==> config.mk <==
export PLATFORM = sky130hd
export DESIGN_NAME = multicycle_control_unit
export DESIGN_NICKNAME = d
export VERILOG_FILES = /design/src/rtl/multicycle_control_unit.sv
export SDC_FILE = /design/constraint.sdc
export NUM_CORES = 1
export LEC_CHECK = 0
export BUFFER_PORTS_ARGS = -buffer_cell sky130_fd_sc_hd__buf_2
export CAP_MARGIN = 10
export CORE_MARGIN = 2
export CORE_UTILIZATION = 54
export CTS_BUF_LIST = sky130_fd_sc_hd__clkbuf_8
export DETAILED_ROUTE_END_ITERATION = 10
export PLACE_DENSITY = 0.79
export SLEW_MARGIN = 20
export SYNTH_ARGS = -nofsm -noshare
export SYNTH_HDL_FRONTEND = slang
export SYNTH_SLANG_ARGS = --single-unit
export TNS_END_PERCENT = 30
==> constraint.sdc <==
create_clock -name clk -period 2.25 [get_ports clk]
set_input_delay 0.3375 -clock clk [delete_from_list [all_inputs] [get_ports clk]]
set_output_delay 0.3375 -clock clk [all_outputs]
set_load 0.02 [all_outputs]
==> src/rtl/multicycle_control_unit.sv <==
// Controller FSM for a shared-memory multicycle RISC-V datapath (lw, sw, R/I ALU ops, beq, jal).
// Memory states wait on mem_ready with a bounded timeout; illegal encodings and bus timeouts park in TRAP.
module multicycle_control_unit #(
    parameter int MEM_HANDSHAKE = 1,
    parameter int MEM_TIMEOUT   = 16,
    parameter int CNT_W         = 32
) (
    input  logic             clk,
    input  logic             rst,
    input  logic [6:0]       op,
    input  logic [2:0]       funct3,
    input  logic             funct7b5,
    input  logic             zero,
    input  logic             mem_ready,
    output logic             mem_req,
    output logic             mem_write,
    output logic             adr_src,
    output logic             ir_write,
    output logic             pc_write,
    output logic             reg_write,
    output logic [1:0]       result_src,
    output logic [1:0]       alu_src_a,
    output logic [1:0]       alu_src_b,
    output logic [1:0]       imm_src,
    output logic [2:0]       alu_control,
    output logic             illegal_instr,
    output logic             bus_error,
    output logic [3:0]       state_o,
    output logic [CNT_W-1:0] instret
);

    localparam int WC_W = (MEM_TIMEOUT > 1) ? $clog2(MEM_TIMEOUT) : 1;
    localparam logic [WC_W-1:0] WC_LAST = WC_W'(MEM_TIMEOUT - 1);

    localparam logic [6:0] OP_LW  = 7'b0000011;
    localparam logic [6:0] OP_SW  = 7'b0100011;
    localparam logic [6:0] OP_R   = 7'b0110011;
    localparam logic [6:0] OP_I   = 7'b0010011;
    localparam logic [6:0] OP_BEQ = 7'b1100011;
    localparam logic [6:0] OP_JAL = 7'b1101111;

    typedef enum logic [3:0] {
        S_FETCH    = 4'd0,
        S_DECODE   = 4'd1,
        S_MEMADR   = 4'd2,
        S_MEMREAD  = 4'd3,
        S_MEMWB    = 4'd4,
        S_MEMWRITE = 4'd5,
        S_EXECR    = 4'd6,
        S_EXECI    = 4'd7,
        S_ALUWB    = 4'd8,
        S_BEQ      = 4'd9,
        S_JAL      = 4'd10,
        S_TRAP     = 4'd15
    } state_t;

    state_t             state_reg, state_next;
    logic [WC_W-1:0]    wait_cnt_reg, wait_cnt_next;
    logic [CNT_W-1:0]   instret_reg;
    logic               illegal_reg, bus_error_reg;
    logic               set_illegal, set_bus_error, retire;
    logic               ready, timed_out, in_mem_state, f3_alu_legal;
    logic [2:0]         alu_dec;

    // With the handshake disabled memory is treated as always ready, so no wait or timeout can occur.
    assign ready     = (MEM_HANDSHAKE == 0) || mem_ready;
    assign timed_out = (MEM_HANDSHAKE != 0) && !mem_ready && (wait_cnt_reg == WC_LAST);
    assign in_mem_state = (state_reg == S_FETCH) || (state_reg == S_MEMREAD) ||
                          (state_reg == S_MEMWRITE);
    assign f3_alu_legal = (funct3 == 3'b000) || (funct3 == 3'b010) ||
                          (funct3 == 3'b110) || (funct3 == 3'b111);

    always_comb begin
        unique case (funct3)
            3'b000:  alu_dec = (op[5] && funct7b5) ? 3'b011 : 3'b010;
            3'b010:  alu_dec = 3'b110;
            3'b110:  alu_dec = 3'b100;
            3'b111:  alu_dec = 3'b101;
            default: alu_dec = 3'b010;
        endcase
    end

    always_comb begin
        state_next    = state_reg;
        set_illegal   = 1'b0;
        set_bus_error = 1'b0;
        retire        = 1'b0;
        mem_req       = 1'b0;
        mem_write     = 1'b0;
        adr_src       = 1'b0;
        ir_write      = 1'b0;
        pc_write      = 1'b0;
        reg_write     = 1'b0;
        result_src    = 2'b00;
        alu_src_a     = 2'b00;
        alu_src_b     = 2'b00;
        imm_src       = 2'b00;
        alu_control   = 3'b010;

        unique case (state_reg)
            S_FETCH: begin
                mem_req    = 1'b1;
                alu_src_b  = 2'b10;
                result_src = 2'b10;
                ir_write   = ready;
                pc_write   = ready;
                if (ready) begin
                    state_next = S_DECODE;
                end else if (timed_out) begin
                    state_next    = S_TRAP;
                    set_bus_error = 1'b1;
                end
            end
            S_DECODE: begin
                alu_src_a = 2'b01;
                alu_src_b = 2'b01;
                unique case (op)
                    OP_SW:   imm_src = 2'b01;
                    OP_BEQ:  imm_src = 2'b10;
                    OP_JAL:  imm_src = 2'b11;
                    default: imm_src = 2'b00;
                endcase
                if ((op == OP_LW || op == OP_SW) && funct3 == 3'b010)
                    state_next = S_MEMADR;
                else if (op == OP_R && f3_alu_legal && (!funct7b5 || funct3 == 3'b000))
                    state_next = S_EXECR;
                else if (op == OP_I && f3_alu_legal)
                    state_next = S_EXECI;
                else if (op == OP_BEQ && funct3 == 3'b000)
                    state_next = S_BEQ;
                else if (op == OP_JAL)
                    state_next = S_JAL;
                else begin
                    state_next  = S_TRAP;
                    set_illegal = 1'b1;
                end
            end
            S_MEMADR: begin
                alu_src_a  = 2'b10;
                alu_src_b  = 2'b01;
                imm_src    = (op == OP_SW) ? 2'b01 : 2'b00;
                state_next = (op == OP_SW) ? S_MEMWRITE : S_MEMREAD;
            end
            S_MEMREAD: begin
                mem_req = 1'b1;
                adr_src = 1'b1;
                if (ready) begin
                    state_next = S_MEMWB;
                end else if (timed_out) begin
                    state_next    = S_TRAP;
                    set_bus_error = 1'b1;
                end
            end
            S_MEMWB: begin
                result_src = 2'b01;
                reg_write  = 1'b1;
                state_next = S_FETCH;
                retire     = 1'b1;
            end
            S_MEMWRITE: begin
                mem_req   = 1'b1;
                mem_write = 1'b1;
                adr_src   = 1'b1;
                if (ready) begin
                    state_next = S_FETCH;
                    retire     = 1'b1;
                end else if (timed_out) begin
                    state_next    = S_TRAP;
                    set_bus_error = 1'b1;
                end
            end
            S_EXECR: begin
                alu_src_a   = 2'b10;
                alu_control = alu_dec;
                state_next  = S_ALUWB;
            end
            S_EXECI: begin
                // op[5]=0 for I-type, so the decoder never selects sub here.
                alu_src_a   = 2'b10;
                alu_src_b   = 2'b01;
                alu_control = alu_dec;
                state_next  = S_ALUWB;
            end
            S_ALUWB: begin
                reg_write  = 1'b1;
                state_next = S_FETCH;
                retire     = 1'b1;
            end
            S_BEQ: begin
                alu_src_a   = 2'b10;
                alu_control = 3'b011;
                pc_write    = zero;
                state_next  = S_FETCH;
                retire      = 1'b1;
            end
            S_JAL: begin
                // ALUOut still holds the jump target computed during DECODE.
                alu_src_a  = 2'b01;
                alu_src_b  = 2'b10;
                pc_write   = 1'b1;
                state_next = S_ALUWB;
            end
            S_TRAP:  state_next = S_TRAP;
            default: state_next = S_TRAP;
        endcase

        if (state_next != state_reg)
            wait_cnt_next = '0;
        else if (in_mem_state && !ready)
            wait_cnt_next = wait_cnt_reg + WC_W'(1);
        else
            wait_cnt_next = wait_cnt_reg;

        if (rst) begin
            mem_req   = 1'b0;
            mem_write = 1'b0;
            ir_write  = 1'b0;
            pc_write  = 1'b0;
            reg_write = 1'b0;
        end
    end

    always_ff @(posedge clk) begin
        if (rst) begin
            state_reg     <= S_FETCH;
            wait_cnt_reg  <= '0;
            instret_reg   <= '0;
            illegal_reg   <= 1'b0;
            bus_error_reg <= 1'b0;
        end else begin
            state_reg    <= state_next;
            wait_cnt_reg <= wait_cnt_next;
            if (set_illegal)
                illegal_reg <= 1'b1;
            if (set_bus_error)
                bus_error_reg <= 1'b1;
            if (retire)
                instret_reg <= instret_reg + CNT_W'(1);
        end
    end

    assign illegal_instr = illegal_reg;
    assign bus_error     = bus_error_reg;
    assign state_o       = state_reg;
    assign instret       = instret_reg;

endmodule

# ---- Word level (Yosys, flattened, before mapping)
# Index checks and enable logic that the tools add are counted.
dict set report totals {
  wordCells 100
  out_inout_bits 55
  in_bits 15
  regBits 42
}
dict set report op_classes {
  eq_ne 21
  n_reduce_logical 30
  addsub 2
  mux 42
}
# op count
set op_table {}
lappend op_table {{32-bit by 1-bit adder with 32-bit output (second input constant)} 1}
lappend op_table {{4-bit 2-to-1 mux} 7}
lappend op_table {{4-bit one-hot mux with 7 select lines} 1}
lappend op_table {{1-bit 2-to-1 mux} 22}
lappend op_table {{4-bit by 3-bit == test with 1-bit output (second input constant)} 4}
lappend op_table {{4-bit == test (second input constant)} 4}
lappend op_table {{2-bit one-hot mux with 2 select lines} 4}
lappend op_table {{7-bit by 6-bit == test with 1-bit output (second input constant)} 2}
lappend op_table {{7-bit == test (second input constant)} 2}
lappend op_table {{3-bit one-hot mux with 4 select lines} 1}
lappend op_table {{2-bit OR reduction} 6}
lappend op_table {{3-bit OR reduction} 4}
lappend op_table {{3-bit 2-to-1 mux} 3}
lappend op_table {{4-bit by 2-bit == test with 1-bit output (second input constant)} 2}
lappend op_table {{1-bit logical AND} 8}
lappend op_table {{7-bit by 2-bit == test with 1-bit output (second input constant)} 1}
lappend op_table {{7-bit by 5-bit == test with 1-bit output (second input constant)} 1}
lappend op_table {{1-bit logical OR} 7}
lappend op_table {{3-bit == test (second input constant)} 2}
lappend op_table {{2-bit one-hot mux with 3 select lines} 1}
lappend op_table {{3-bit one-hot mux with 2 select lines} 1}
lappend op_table {{4-bit by 1-bit adder with 4-bit output (second input constant)} 1}
lappend op_table {{4-bit by 1-bit == test with 1-bit output (second input constant)} 1}
lappend op_table {{4-bit zero test} 1}
lappend op_table {{7 further kinds} 8}

# ---- Longest topological paths before layout
dict set report logic_depth {
  depth_word 11
  depth_mapped 8
  ltp_nobuf 7
}

# ---- Least setup slack after synthesis
# OpenSTA, ideal clock, no wires.
dict set report synth_timing {
  kind {register -> output}
  from {register state_reg[1] (netlist: state_o[1])}
  to {output alu_control[0]}
  path_stages_with_launch 6
  arrival_time_ps 1921
  n_path_buf 3
  t_required_ps 1913
  slack_ps -8
  path_cell_list {dfxtp_1 -> buf_1 -> buf_1 -> clkbuf_1 -> nand2_1 -> o22ai_1}
}
dict set report synth_via {
  elab_chain_len 3
  elab_cells_between_ends 5
  classes_between {eq/ne (3); mux (1); reduce/logical (1)}
}
# item line
set synth_lines {}
lappend synth_lines {{start, declared} 57} ;# state_t state_reg, state_next;
lappend synth_lines {{start signal, assigned} 231} ;# state_reg <= state_next;
lappend synth_lines {{4-bit by 3-bit == test with 1-bit output} 100} ;# unique case (state_reg)
lappend synth_lines {{2-bit OR reduction (no line)} n/a}
lappend synth_lines {{3-bit one-hot mux with 2 select lines (*)} 100}
lappend synth_lines {{end, declared} 25} ;# output logic [2:0] alu_control,
# Every way passes the cells marked *; elsewhere a longest branch is shown, timed or not.

# ---- Final worst setup path
dict set report layout_timing {
  from {register wait_cnt_reg[0]}
  to {register wait_cnt_reg[0]}
}
dict set report layout_via {
  elab_chain_len 7
  elab_cells_between_ends 10
  classes_between {add/sub (1); eq/ne (2); mux (5); reduce/logical (2)}
}
# item line
set layout_lines {}
lappend layout_lines {{start, declared} 58} ;# logic [WC_W-1:0] wait_cnt_reg, wait_cnt_next;
lappend layout_lines {{start signal, assigned} 232} ;# wait_cnt_reg <= wait_cnt_next;
lappend layout_lines {{4-bit == test} 67} ;# assign timed_out = (MEM_HANDSHAKE != 0) && !mem_ready && (wait_cnt_reg == WC_LAST);
lappend layout_lines {{1-bit logical AND} 67}
lappend layout_lines {{4-bit 2-to-1 mux} {109, 149, 167}}
lappend layout_lines {{4-bit 2-to-1 mux, on equally long branches} {164, 107, 147}}
lappend layout_lines {{4-bit one-hot mux with 7 select lines} 100}
lappend layout_lines {{4-bit != test} 207} ;# if (state_next != state_reg)
lappend layout_lines {{2-bit OR reduction (no line)} n/a}
# Parallel ways exist; a longest one is shown, timed or not.
# A chain may end at the register's enable or synchronous reset.

==> impl_results.md <==
* Root Buffer: sky130_fd_sc_hd__clkbuf_8
* Post-synthesis cell type with the largest combined area: sky130_fd_sc_hd__dfxtp_1
* Clock slew at the register clock pins of the worst setup and hold paths at 0.09 ns
* Synth area leaders: sky130_fd_sc_hd__dfxtp_1, sky130_fd_sc_hd__xor2_1, sky130_fd_sc_hd__nor2_1
* Final design instance area without fill at around 0.0031 sq mm
* Power density of the placed cells at 936 mW/mm^2
* Antenna fix cells at 0
* Via count of the first global-routing pass at around 2300
* Worst slack on hold paths at 0.410 ns
* Transition time at the pin with the least slew margin at 0.404 ns
* Number of pins exceeding their max-slew limit in the final report at 0
* Full die area at between 0.005 and 0.006 sq mm
* Post-synthesis cell type count at 51
* Insertion delay to the later sink of the worst-skew pair at 0.30 ns
* Worst-path maximum fanout at 4
* Count of flip-flops with a built-in enable after synthesis at 0
* Register area share after synthesis at about a third
* Gate count of the mapped netlist at about 330
* Total number of yosys warnings at 0
* Leak Pwr at approximately 1.3 nW
* Global-route met3 utilization at around 4.1%
* Clk_skew at 0.00851 ns
* Critical Path Sink Type: flop
* Global-route usage over all layers at between 20% and 30%
* Max rail drop VDD at 0.000559 V
* H-tree levels at 2
* Final ANT Viol Nets at 0
* Met1 track utilization from global routing at 33.2%
* Routability-driven placement congestion ratio at roughly 0.96
* I/O pin count at 70
* Ratio of cells with drive above 1 in the final layout at roughly 27%
* Total count of hold-check failures in the final report at 0
* Buffers on Ports at just under 70
* Status: finished, final reports clean
* Pin count of the biggest net entering global routing at 29
* TritonCTS Sinks at 42
* Via Count at about 2700
* Achievable frequency at 466 MHz
* Clock tree from TritonCTS: yes
* Worst relative slew slack at between 70% and 80%
* Fill count at about 400
* Detailed-router iteration count before antenna repair at 5
* Data required time at the worst endpoint at 2.45 ns
* Floorplan die width at ~73 um
* Mapped cell area at 0.00256 sq mm
* Wire length of the first global-routing pass at between 10000 and 15000 um
* Layout Area Growth over Synthesis at 22.4%
* Number of flip-flops in the largest register at 32
* Final count of negative-setup-slack endpoints at 0
* Post-Synthesis Mean Instance Area at 7.80 sq um
* WL per Instance at roughly 14 um
* Top cell type's share of synthesized area at roughly 33%
* Critical Path AT at between 2 and 2.5 ns
* Number of max-cap violations at 0
* Rows at 25
* Area post-placement at between 0.003 and 0.004 sq mm
* Initial Utilization at about 55%
* Number of CTS-inserted buffers at 5
* Net total in the final layout at between 400 and 500
* Most instantiated flip-flop cell in the synthesis netlist: sky130_fd_sc_hd__dfxtp_1
* Sum of net half-perimeters after detailed placement at 4750 um
* Number of buffers on the longest clock path at 2
* Fraction of synthesis flops using an asynchronous set or reset pin at 0%
* Total Neg Setup Slack at 0 ns
* Syn_nets at approximately 350
* Area of the core region at around 0.0047 sq mm
* Sum of routed wire length over all layers at between 6000 and 7000 um
* Post-CTS Hold Fix Bufs at 0
* Grt total ovfl at 0
* Critical Path Source Type: flop
* Busiest metal layer after global routing: met2
* Die span in y at around 73 um
* Vias per cell at 5.90
* Crit share post-route at 95.4%
* Worst min-delay path category: in -> reg
* Number of DRC violations after detailed routing at 0
* First-iteration detailed-routing DRC count at 156
* Number of storage elements in the synthesis netlist at 42
* Number of antenna violations at the first check in global routing at 0
* Minimum period implied by the final worst setup slack at ~2.1 ns
* Kind of critical path: reg -> reg
* Met2 Resource Use GR at around two fifths
[final cells by class]
| cell class | instances | area (sq um) | share of cell area [%] |
|---|---|---|---|
| Clock buffer | 5 | 68.8 | 2.20 |
| Clock inverter | 3 | 43.8 | 1.40 |
| Inverter | 5 | 18.8 | 0.599 |
| Multi-Input combinational cell | 260 | 1620 | 51.6 |
| Sequential cell | 42 | 845 | 26.9 |
| Tap cell | 54 | 67.6 | 2.16 |
| Timing Repair Buffer | 86 | 473 | 15.1 |
[stage by stage]
step	power, mW	util, %	std cells	worst slack [ns]
final	2.93	67.2	455	0.104
after global routing	3.11	67.2	455	-0.00746
after CTS	2.91	67.0	455	0.0668
after detailed placement	2.31	64.6	447	0.00944
after global placement	2.29	64.6	447	0.155
after floorplan	1.92	-	328	0.0457
[cells by family (layout without fill, tap and decap cells)]
group | after synthesis | in the layout | synth area share, %
compound gates | 59 | 59 | 15.6
xor+xnor | 31 | 31 | 10.6
flops | 42 | 42 | 32.8
mux | 2 | 2 | 0.782
fa+ha+maj | 2 | 2 | 0.977
buf+inv | 26 | 99 | 4.69
simple gates | 166 | 166 | 34.5
[path summary, 6_finish.rpt]
path,from,cells past startpoint,end,slack [ns]
setup / recovery,wait_cnt_reg[0]$_SDFFE_PP0P_,7,wait_cnt_reg[0]$_SDFFE_PP0P_,0.10
hold reg to reg,illegal_instr$_SDFFE_PP0P_,1,illegal_instr$_SDFFE_PP0P_,0.49
hold / removal,rst,2,instret[0]$_SDFFE_PP0P_,0.41
setup reg to reg,wait_cnt_reg[0]$_SDFFE_PP0P_,7,wait_cnt_reg[0]$_SDFFE_PP0P_,0.10
[layout by cell type (no fill, tap or decap), drive strengths merged, types with 5 or more instances in the layout]
cell	count
o21ai	16
xor2	24
dfxtp	42
buf	86
xnor2	7
nor3	10
inv	6
clkbuf	5
nor4	7
nand2	27
o22ai	5
and3	8
a21oi	16
or3	5
nor2	50
nand3	13
nand4	17
nor2b	5
nand2b	7
[per-layer routing]
metal  vias to the layer above  share of wire, %
met2                       103                48
met4                         0              0.69
met3                         6               6.2
met1                      1261                45
li1                       1313                 -
met5                         -                 0
[Yosys cell counts, types with 2 or more instances]
master	instances
sky130_fd_sc_hd__a21oi_1	16
sky130_fd_sc_hd__a22oi_1	2
sky130_fd_sc_hd__a31oi_1	3
sky130_fd_sc_hd__a32oi_1	2
sky130_fd_sc_hd__and2_1	4
sky130_fd_sc_hd__and3_1	8
sky130_fd_sc_hd__and4_1	3
sky130_fd_sc_hd__buf_1	4
sky130_fd_sc_hd__buf_2	6
sky130_fd_sc_hd__buf_6	2
sky130_fd_sc_hd__clkbuf_1	9
sky130_fd_sc_hd__dfxtp_1	42
sky130_fd_sc_hd__ha_1	2
sky130_fd_sc_hd__inv_1	5
sky130_fd_sc_hd__mux2i_1	2
sky130_fd_sc_hd__nand2_1	27
sky130_fd_sc_hd__nand2b_1	6
sky130_fd_sc_hd__nand3_1	12
sky130_fd_sc_hd__nand4_1	17
sky130_fd_sc_hd__nor2_1	50
sky130_fd_sc_hd__nor2b_1	5
sky130_fd_sc_hd__nor3_1	10
sky130_fd_sc_hd__nor3b_1	3
sky130_fd_sc_hd__nor4_1	7
sky130_fd_sc_hd__o211ai_1	2
sky130_fd_sc_hd__o21ai_0	15
sky130_fd_sc_hd__o221ai_1	2
sky130_fd_sc_hd__o22ai_1	5
sky130_fd_sc_hd__o31a_1	2
sky130_fd_sc_hd__or3_1	5
sky130_fd_sc_hd__xnor2_1	7
sky130_fd_sc_hd__xor2_1	24
[power breakdown]
part	total [mW]	leakage, nW	internal, mW	switching, mW
Combinational	1.44	0.923	0.569	0.867
Clock	0.603	0.0585	0.333	0.271
Sequential	0.894	0.340	0.799	0.0950
[worst max-delay path, cell delays in order, from the launching register on]
cell                       delay [ns]
sky130_fd_sc_hd__dfxtp_1         0.39
sky130_fd_sc_hd__ha_1            0.23
sky130_fd_sc_hd__a31oi_1         0.15
sky130_fd_sc_hd__o21ai_1         0.17
sky130_fd_sc_hd__o221ai_1        0.15
sky130_fd_sc_hd__o31a_1          0.14
sky130_fd_sc_hd__a2111o_1        0.50
sky130_fd_sc_hd__nor4_1          0.32
[repair_timing]
action,in CTS,in global routing
gates resized for setup,0,5
buffers inserted,0,0
endpoints found under the setup margin,0,7
(Power assumes the default switching activity.)
